--- config.mk ---
export PLATFORM = sky130hd
export DESIGN_NAME = alu_cmd_ctrl
export DESIGN_NICKNAME = d
export VERILOG_FILES = /design/src/rtl/alu_cmd_ctrl.sv
export SDC_FILE = /design/constraint.sdc
export NUM_CORES = 1
export LEC_CHECK = 0
export BUFFER_PORTS_ARGS = -buffer_cell sky130_fd_sc_hd__buf_2
export CORE_AREA = 2 2 128 130
export CTS_CLUSTER_SIZE = 25
export DETAILED_ROUTE_END_ITERATION = 6
export DIE_AREA = 0 0 130 132
export GPL_TIMING_DRIVEN = 0
export MAX_ROUTING_LAYER = met4
export PLACE_DENSITY_LB_ADDON = 0.05
export REMOVE_ABC_BUFFERS = 1
export SYNTH_ARGS = -nofsm -noshare
export SYNTH_HDL_FRONTEND = slang
export SYNTH_SLANG_ARGS = --single-unit
--- constraint.sdc ---
create_clock -name clk -period 2.2 [get_ports clk]
set_input_delay 0.33 -clock clk [delete_from_list [all_inputs] [get_ports clk]]
set_output_delay 0.33 -clock clk [all_outputs]
set_load 0.01 [all_outputs]
--- src/rtl/alu_cmd_ctrl.sv ---
// Command FIFO feeding a registered operand stage for an external combinational ALU,
// with a result-hold handshake, divide-by-zero override and a completed-result counter.
module alu_cmd_ctrl #(
  parameter int DEPTH = 4
) (
  input  logic       clk,
  input  logic       rst_n,
  input  logic       cmd_valid,
  output logic       cmd_ready,
  input  logic [7:0] cmd_a,
  input  logic [7:0] cmd_b,
  input  logic [3:0] cmd_sel,
  output logic [7:0] alu_a,
  output logic [7:0] alu_b,
  output logic [3:0] alu_sel,
  input  logic [7:0] alu_out,
  input  logic       alu_carry,
  output logic       res_valid,
  input  logic       res_ready,
  output logic [7:0] res_data,
  output logic       res_carry,
  output logic       res_dz,
  output logic [3:0] res_sel,
  output logic [7:0] res_cnt
);

  localparam int AW = (DEPTH > 1) ? $clog2(DEPTH) : 1;
  localparam int CW = $clog2(DEPTH + 1);
  localparam logic [3:0] SEL_DIV = 4'b0011;

  typedef enum logic [1:0] {
    IDLE = 2'd0,
    EXEC = 2'd1,
    HOLD = 2'd2
  } state_t;

  state_t          r_state;
  logic [19:0]     r_mem [DEPTH];
  logic [AW-1:0]   r_wptr;
  logic [AW-1:0]   r_rptr;
  logic [CW-1:0]   r_count;

  logic [7:0]      r_alu_a;
  logic [7:0]      r_alu_b;
  logic [3:0]      r_alu_sel;
  logic            r_res_valid;
  logic [7:0]      r_res_data;
  logic            r_res_carry;
  logic            r_res_dz;
  logic [3:0]      r_res_sel;
  logic [7:0]      r_res_cnt;

  logic            w_empty;
  logic            w_push;
  logic            w_pop;
  logic            w_dz;
  logic [19:0]     w_head;

  // cmd_ready depends only on the registered occupancy, never on res_ready/cmd_valid
  assign w_empty   = (r_count == '0);
  assign cmd_ready = (r_count < CW'(DEPTH));
  assign w_push    = cmd_valid && cmd_ready;
  assign w_pop     = !w_empty && ((r_state == IDLE) || ((r_state == HOLD) && res_ready));
  assign w_head    = r_mem[r_rptr];
  assign w_dz      = (r_alu_sel == SEL_DIV) && (r_alu_b == 8'd0);

  assign alu_a     = r_alu_a;
  assign alu_b     = r_alu_b;
  assign alu_sel   = r_alu_sel;
  assign res_valid = r_res_valid;
  assign res_data  = r_res_data;
  assign res_carry = r_res_carry;
  assign res_dz    = r_res_dz;
  assign res_sel   = r_res_sel;
  assign res_cnt   = r_res_cnt;

  // FIFO storage carries data only, so it needs no reset
  always_ff @(posedge clk) begin
    if (w_push) begin
      r_mem[r_wptr] <= {cmd_a, cmd_b, cmd_sel};
    end
  end

  always_ff @(posedge clk or negedge rst_n) begin
    if (!rst_n) begin
      r_wptr  <= '0;
      r_rptr  <= '0;
      r_count <= '0;
    end else begin
      if (w_push) begin
        r_wptr <= r_wptr + 1'b1;
      end
      if (w_pop) begin
        r_rptr <= r_rptr + 1'b1;
      end
      case ({w_push, w_pop})
        2'b10:   r_count <= r_count + 1'b1;
        2'b01:   r_count <= r_count - 1'b1;
        default: r_count <= r_count;
      endcase
    end
  end

  always_ff @(posedge clk or negedge rst_n) begin
    if (!rst_n) begin
      r_state     <= IDLE;
      r_alu_a     <= '0;
      r_alu_b     <= '0;
      r_alu_sel   <= '0;
      r_res_valid <= 1'b0;
      r_res_data  <= '0;
      r_res_carry <= 1'b0;
      r_res_dz    <= 1'b0;
      r_res_sel   <= '0;
      r_res_cnt   <= '0;
    end else begin
      case (r_state)
        IDLE: begin
          if (w_pop) begin
            r_alu_a   <= w_head[19:12];
            r_alu_b   <= w_head[11:4];
            r_alu_sel <= w_head[3:0];
            r_state   <= EXEC;
          end
        end
        EXEC: begin
          r_res_data  <= w_dz ? 8'hFF : alu_out;
          r_res_carry <= alu_carry;
          r_res_dz    <= w_dz;
          r_res_sel   <= r_alu_sel;
          r_res_valid <= 1'b1;
          r_state     <= HOLD;
        end
        HOLD: begin
          if (res_ready) begin
            r_res_valid <= 1'b0;
            r_res_cnt   <= r_res_cnt + 1'b1;
            if (w_pop) begin
              r_alu_a   <= w_head[19:12];
              r_alu_b   <= w_head[11:4];
              r_alu_sel <= w_head[3:0];
              r_state   <= EXEC;
            end else begin
              r_state   <= IDLE;
            end
          end
        end
        default: r_state <= IDLE;
      endcase
    end
  end

endmodule

Word level (Yosys, flattened, before mapping)

Memory sizes are Yosys's and may differ from the RTL's.
Index checks and enable logic that the tools add are counted.

$lt $le $gt $ge: 1
Add/sub/neg operators: 5
Eq/ne operators: 7
Muxes and demuxes: 19
Reductions and logical operators: 16

Operators by type and width:

| cell                                               | count |
|---|---|
| two-way mux 8 bit                                  | 5 |
| case mux 8 bit (2 select lines)                    | 2 |
| adder 8 x 1 -> 8 bit (second input constant)       | 1 |
| zero test 8 bit                                    | 1 |
| two-way mux 4 bit                                  | 2 |
| case mux 4 bit (2 select lines)                    | 1 |
| AND reduction 2 bit                                | 4 |
| case mux 2 bit (3 select lines)                    | 1 |
| case mux 3 bit (2 select lines)                    | 1 |
| nonzero test 2 bit                                 | 3 |
| adder 2 x 1 -> 2 bit (second input constant)       | 2 |
| == test 2 x 1 -> 1 bit (second input constant)     | 2 |
| == test 2 bit (second input constant)              | 2 |
| == test 4 x 2 -> 1 bit (second input constant)     | 1 |
| logical AND 1 bit                                  | 4 |
| two-way mux 1 bit                                  | 4 |
| two-way mux 2 bit                                  | 2 |
| != test 2 bit (second input constant)              | 2 |
| adder 3 x 1 -> 3 bit (second input constant)       | 1 |
| zero test 3 bit                                    | 1 |
| less-than comparator 3 bit (second input constant) | 1 |
| subtractor 3 x 1 -> 3 bit (second input constant)  | 1 |
| zero test 2 bit                                    | 1 |
| case mux 1 bit (2 select lines)                    | 1 |
| other kinds (2)                                    | 2 |

Memories: 1
Register bits after elaboration: 52
Output and inout port bits: 44
Bits in writable memories: 80
Input bits: 33

Memories:

| memory | words | width | read ports | clocked after Yosys merged registers in | wr ports | RTL line | text |
|---|---|---|---|---|---|---|---|
| r_mem  | 4     | 20    | 1          | 0                                       | 1        | 38       | `logic [19:0] r_mem [DEPTH];` |

Longest topological paths before layout

Word-level depth: 7
Depth in mapped cells: 9

Worst setup path before layout

Ideal clock, no wire load.

Path kind: register to register
From: register r_state[1]
To: register r_count[2]
Library setup time: 0.080 ns
Stages on the path, launching flop included: 10
Path slack: 0.148 ns
Buffers on the path: 1
Arrival: 1.972 ns
Clock period less this slack: 2.052 ns
Path through: dfrtp_1 > nor2b_1 > nor3_2 > buf_6 > ha_1 > inv_1 > fa_1 > xor2_1 > nor2_1 > xnor2_1

Cells in the longest elaborated chain, start to end: 6
Elaborated cells between the ends (all ways): 9

RTL lines:

| item                                                                  | RTL line | text |
|---|---|---|
| from (decl)                                                           | 37       | `state_t r_state;` |
| from (signal assigned)                                                | 106      | `r_state <= IDLE;` |
| from (signal assigned)                                                | 123      | `r_state <= EXEC;` |
| from (signal assigned)                                                | 132      | `r_state <= HOLD;` |
| == test 2 bit                                                         | 63       | `assign w_pop = !w_empty && ((r_state == IDLE) \|\| ((r_state == HOLD) && res_ready));` |
| logical AND 1 bit                                                     | 63       |  |
| logical OR 1 bit (*)                                                  | 63       |  |
| logical AND 1 bit (*)                                                 | 63       |  |
| named net w_pop                                                       | 55       | `logic w_pop;` |
| == test 2 x 1 -> 1 bit or == test 2 bit (tied branches)               | 96       | `case ({w_push, w_pop})` |
| case mux 3 bit (2 select lines) or nonzero test 2 bit (tied branches) | -        |  |
| to (signal assigned)                                                  | 97       | `2'b10: r_count <= r_count + 1'b1;` |
| to (signal assigned)                                                  | 98       | `2'b01: r_count <= r_count - 1'b1;` |
| to (signal assigned)                                                  | 99       | `default: r_count <= r_count;` |
| to (decl)                                                             | 41       | `logic [CW-1:0] r_count;` |

Mark *: on every way through the listed nets, which the timed path passes. The rest lies on a longest branch.
A chain may end at the register's enable or synchronous reset.

Final worst setup path

From: register r_state[1]
To: register r_count[2]

Cells in the longest elaborated chain, start to end: 6
Elaborated cells between the ends (all ways): 9

RTL lines:

| item                                                                  | RTL line |
|---|---|
| == test 2 bit                                                         | 63 |
| logical AND 1 bit                                                     | 63 |
| logical OR 1 bit (*)                                                  | 63 |
| logical AND 1 bit (*)                                                 | 63 |
| == test 2 x 1 -> 1 bit or == test 2 bit (tied branches)               | 96 |
| case mux 3 bit (2 select lines) or nonzero test 2 bit (tied branches) | - |

Every way passes the cells marked *; elsewhere a longest branch is shown, timed or not.

==> results_dict.tcl <==
set metrics [dict create \
    critical_path_class "reg2reg" \
    grt_use_total_pct 12.75 \
    rr_startpoint "r_state[1]" \
    ys_seq_area_share_pct 71.90 \
    post-route-util_pct 40.75 \
    detail_route.first_pass.iterations 4 \
    complex_gate_fraction_of_the_synthesized_area_pct 1.214 \
    max_cap_violations 0 \
    area_added_between_synthesis_and_finish_pct 24.29 \
    finalHoldViolCount 17 \
    dpl_cell_area_um2 5782 \
    drt_drc_violations_left 0 \
    critical_path_depth 8 \
    synthTopCellsByArea "sky130_fd_sc_hd__edfxtp_1 (47%), sky130_fd_sc_hd__dfrtp_1 (25%), sky130_fd_sc_hd__mux4_2 (7.9%)" \
    route.antenna.remaining_nets 0 \
    global_route_wire_length_before_repair_um 15370 \
    portBuffers 76 \
    hold_slack_ns -0.02370 \
    tritoncts "built" \
    timing.critical_path.to_type "flop" \
    cp.required_ns 2.53 \
    clkSlewWorstSetupHoldPaths_ns 0.06 \
    nets 413 \
    postRouteWirelength_um 10100 \
    synth-simple-area-share_pct 5.975 \
    crit_chain "nor2b_1 > nor3_4 > ha_1 > inv_1 > fa_1 > xor2_1 > nor2_1 > xnor2_1" \
    detail_route.vias_per_cell 4.438 \
    postSynthRegisterBits 132 \
    finalPower_w 0.009527 \
    irDropWorstVdd_uv 562.3 \
    synth_top_family_by_area "multiplexers" \
    dieArea_um2 17160 \
    worst_setup_sp_type "flop" \
    upper_clock_frequency_limit_mhz 513.8 \
    io_pins 77 \
    row_count 46 \
    crit-reg2reg-capture "r_count[2]" \
    cts_hold_buf 0 \
    cts_made_buffers 17 \
    die_h_um 132 \
    detail_route.wl_per_cell_um 16.74 \
    leakagePower_nw 2.563 \
    dp_hpwl_um 5939 \
    yosys.area_share.xor_xnor_pct 2.210 \
    setup_violators_final 0 \
    total_core_area_um2 15710 \
    number_of_unique_standard_cell_types_used_by_synthesis 34 \
    worst_path_dominant_cell_family "adder cells" \
    postSynth.asyncResetShare_pct 39.39 \
    worstPathMaxFanout 6 \
    setup.worst_path.end "r_count[2]" \
    grt_max_degree 53 \
    synth_largest_area_cell "sky130_fd_sc_hd__edfxtp_1" \
    fin_crit_ns 1.946 \
    post_synth_mux_area_share_pct 14.99 \
    layout_worst_path_cycle_share_pct 88.47 \
    cts_max_level 4 \
    finClkSkew_ns 0.007800 \
    timing.reg2reg.setup_slack_ns 0.25 \
    grt.overflow.total 0 \
    insertion_delay_ns 0.41 \
    relSlewSlack_pct 27.16 \
    grt_antenna_before_repair 1 \
    drv_slew 0 \
    synth_edf_count 80 \
    setup_repair_after_global_routing_missed_its_margin "no" \
    via_count 2676 \
    worst_setup_path_startpoint "r_state[1]" \
    cp.arrival_ns 2.28 \
    ys_warnings 0 \
    die_width_um 130 \
    drive_above_1_share_pct 40.41 \
    critPathSlowestCell "sky130_fd_sc_hd__dfrtp_1" \
    gp_congestion 0.6688 \
    synth_area_in_adders_pct 1.846 \
    cells_after_synth 285 \
    outcome "finished, violations left" \
    cts.root.buffer_cell "sky130_fd_sc_hd__clkbuf_16" \
    syn_area_um2 5151 \
    stdcell_area_um2 6402 \
    path_type_of_the_worst_min_delay_path "in2async" \
    reg2reg_depth 8 \
    vias_in_the_first_global_route 2649 \
    detail_route.iter0.violations 89 \
    ctsLongestPathBuffers 2 \
    finish.cell_count_without_fillers 603 \
    cts_sinks 132 \
    numPlacedInstances 569 \
    synth_top_flop_cell "sky130_fd_sc_hd__edfxtp_1" \
    synth.top_cell.area_share_pct 46.64 \
    violations "negative hold slack" \
    worst-path-buf-inv 1 \
    timing.critical_path.slowest_cell_delay_ns 0.42 \
    floorplan.initialDensity_pct 32.78 \
    tightest_slew_ns 1.093 \
    powerDensity_nw_per_um2 1488 \
    post_synth.cell_area_avg_um2 18.07 \
]
per-layer routing:
| layer | part of all wire (%) | wire length (um) | up-vias | global-route usage (%) |
|---|---|---|---|---|
| li1 | - | - | 1246 | - |
| met1 | 44 | 4449 | 1351 | 15.84 |
| met2 | 49 | 4913 | 74 | 19.11 |
| met3 | 6.4 | 649 | 5 | 5.032 |
| met4 | 0.82 | 83 | 0 | 4.122 |
| met5 | 0 | 0 | - | - |
cell usage after synthesis (2+ instances only):
master and count:
sky130_fd_sc_hd__mux2_2 3, sky130_fd_sc_hd__buf_2 2, sky130_fd_sc_hd__and2_1 4, sky130_fd_sc_hd__mux4_2 18, sky130_fd_sc_hd__a21oi_1 8, sky130_fd_sc_hd__dfrtp_1 52, sky130_fd_sc_hd__xnor2_1 6, sky130_fd_sc_hd__ha_1 6
sky130_fd_sc_hd__nand3_1 4, sky130_fd_sc_hd__nor4_1 2, sky130_fd_sc_hd__nand2_1 18, sky130_fd_sc_hd__nor2b_1 3, sky130_fd_sc_hd__nor3_1 3, sky130_fd_sc_hd__nand2b_1 2, sky130_fd_sc_hd__buf_6 4, sky130_fd_sc_hd__mux4_1 2
sky130_fd_sc_hd__o21ai_0 2, sky130_fd_sc_hd__edfxtp_1 80, sky130_fd_sc_hd__nor3_2 2, sky130_fd_sc_hd__mux2_4 18, sky130_fd_sc_hd__inv_1 7, sky130_fd_sc_hd__clkbuf_1 4, sky130_fd_sc_hd__nor2_1 18, sky130_fd_sc_hd__xor2_1 7
worst min-delay path by stage:
stage,from,to,slack [ns],depth (start not counted)
2_1_floorplan,rst_n,alu_a[0],0.03,0
3_3_place_gp,res_cnt[7],res_cnt[7],0.45,1
3_5_place_dp,res_sel[1],res_sel[1],0.46,2
4_1_cts,alu_carry,res_carry,0.10,3
5_1_grt,rst_n,alu_b[1],0.03,1
6_report,rst_n,res_data[5],-0.02,1
timing repair:
action                     4_1_cts  5_1_grt
resized for setup                4        0
setup buffers                    1        0
setup endpoints to repair       81        0
hold endpoints to repair         0        0
cell type report:
class,instances,area [um2]
Antenna cell,1,2.502
Clock buffer,19,442.9
Clock inverter,13,160.2
Fill cell,1449,9310
Inverter,7,26.28
Multi-Input combinational cell,136,1363
Sequential cell,132,3705
Tap cell,216,270.3
Timing Repair Buffer,79,432.9
placed cells by master (no fill, tap or decap), types with 7 or more instances in the layout:
cell type	instances
sky130_fd_sc_hd__mux2_4	18
sky130_fd_sc_hd__inv_1	7
sky130_fd_sc_hd__xor2_1	7
sky130_fd_sc_hd__edfxtp_1	80
sky130_fd_sc_hd__clkbuf_16	17
sky130_fd_sc_hd__mux4_2	18
sky130_fd_sc_hd__dfrtp_1	51
sky130_fd_sc_hd__a21oi_1	8
sky130_fd_sc_hd__nand2_1	18
sky130_fd_sc_hd__nor2_1	18
sky130_fd_sc_hd__buf_2	75
state kept, by name (all words and copies together) (netlist names):
register,count
res_data,8
alu_b,8
r_mem,80
alu_sel,4
alu_a,8
res_carry,1
res_cnt,8
r_count,3
r_rptr,2
res_sel,4
res_dz,1
r_state,2
res_valid,1
r_wptr,2
power by group:
part | switching, W | internal [W] | total [W]
clock network | 0.00104 | 0.00181 | 0.00285
logic | 0.00121 | 0.00155 | 0.00276
registers | 0.000590 | 0.00332 | 0.00391
cells by family (layout without fill, tap and decap cells):
kind of cell | Yosys count | after routing
compound gates | 12 | 12
xor+xnor | 13 | 13
fa+ha+maj | 7 | 7
buf+inv | 17 | 118
flops | 132 | 132
mux | 42 | 42
other cells | 0 | 1
simple gates | 62 | 62
per-stage QoR:
step,TNS (ns),worst slack [ns],hold WS [ns]
finish,0,0.2537,-0.02370
global route,0,0.09957,0.02862
CTS,0,0.2174,0.1008
detailed placement,-11.05,-0.1935,0.4598
global placement,-33.51,-1.789,0.4541
floorplan,-4.356,-0.8841,0.03441
(Power assumes the default switching activity.)
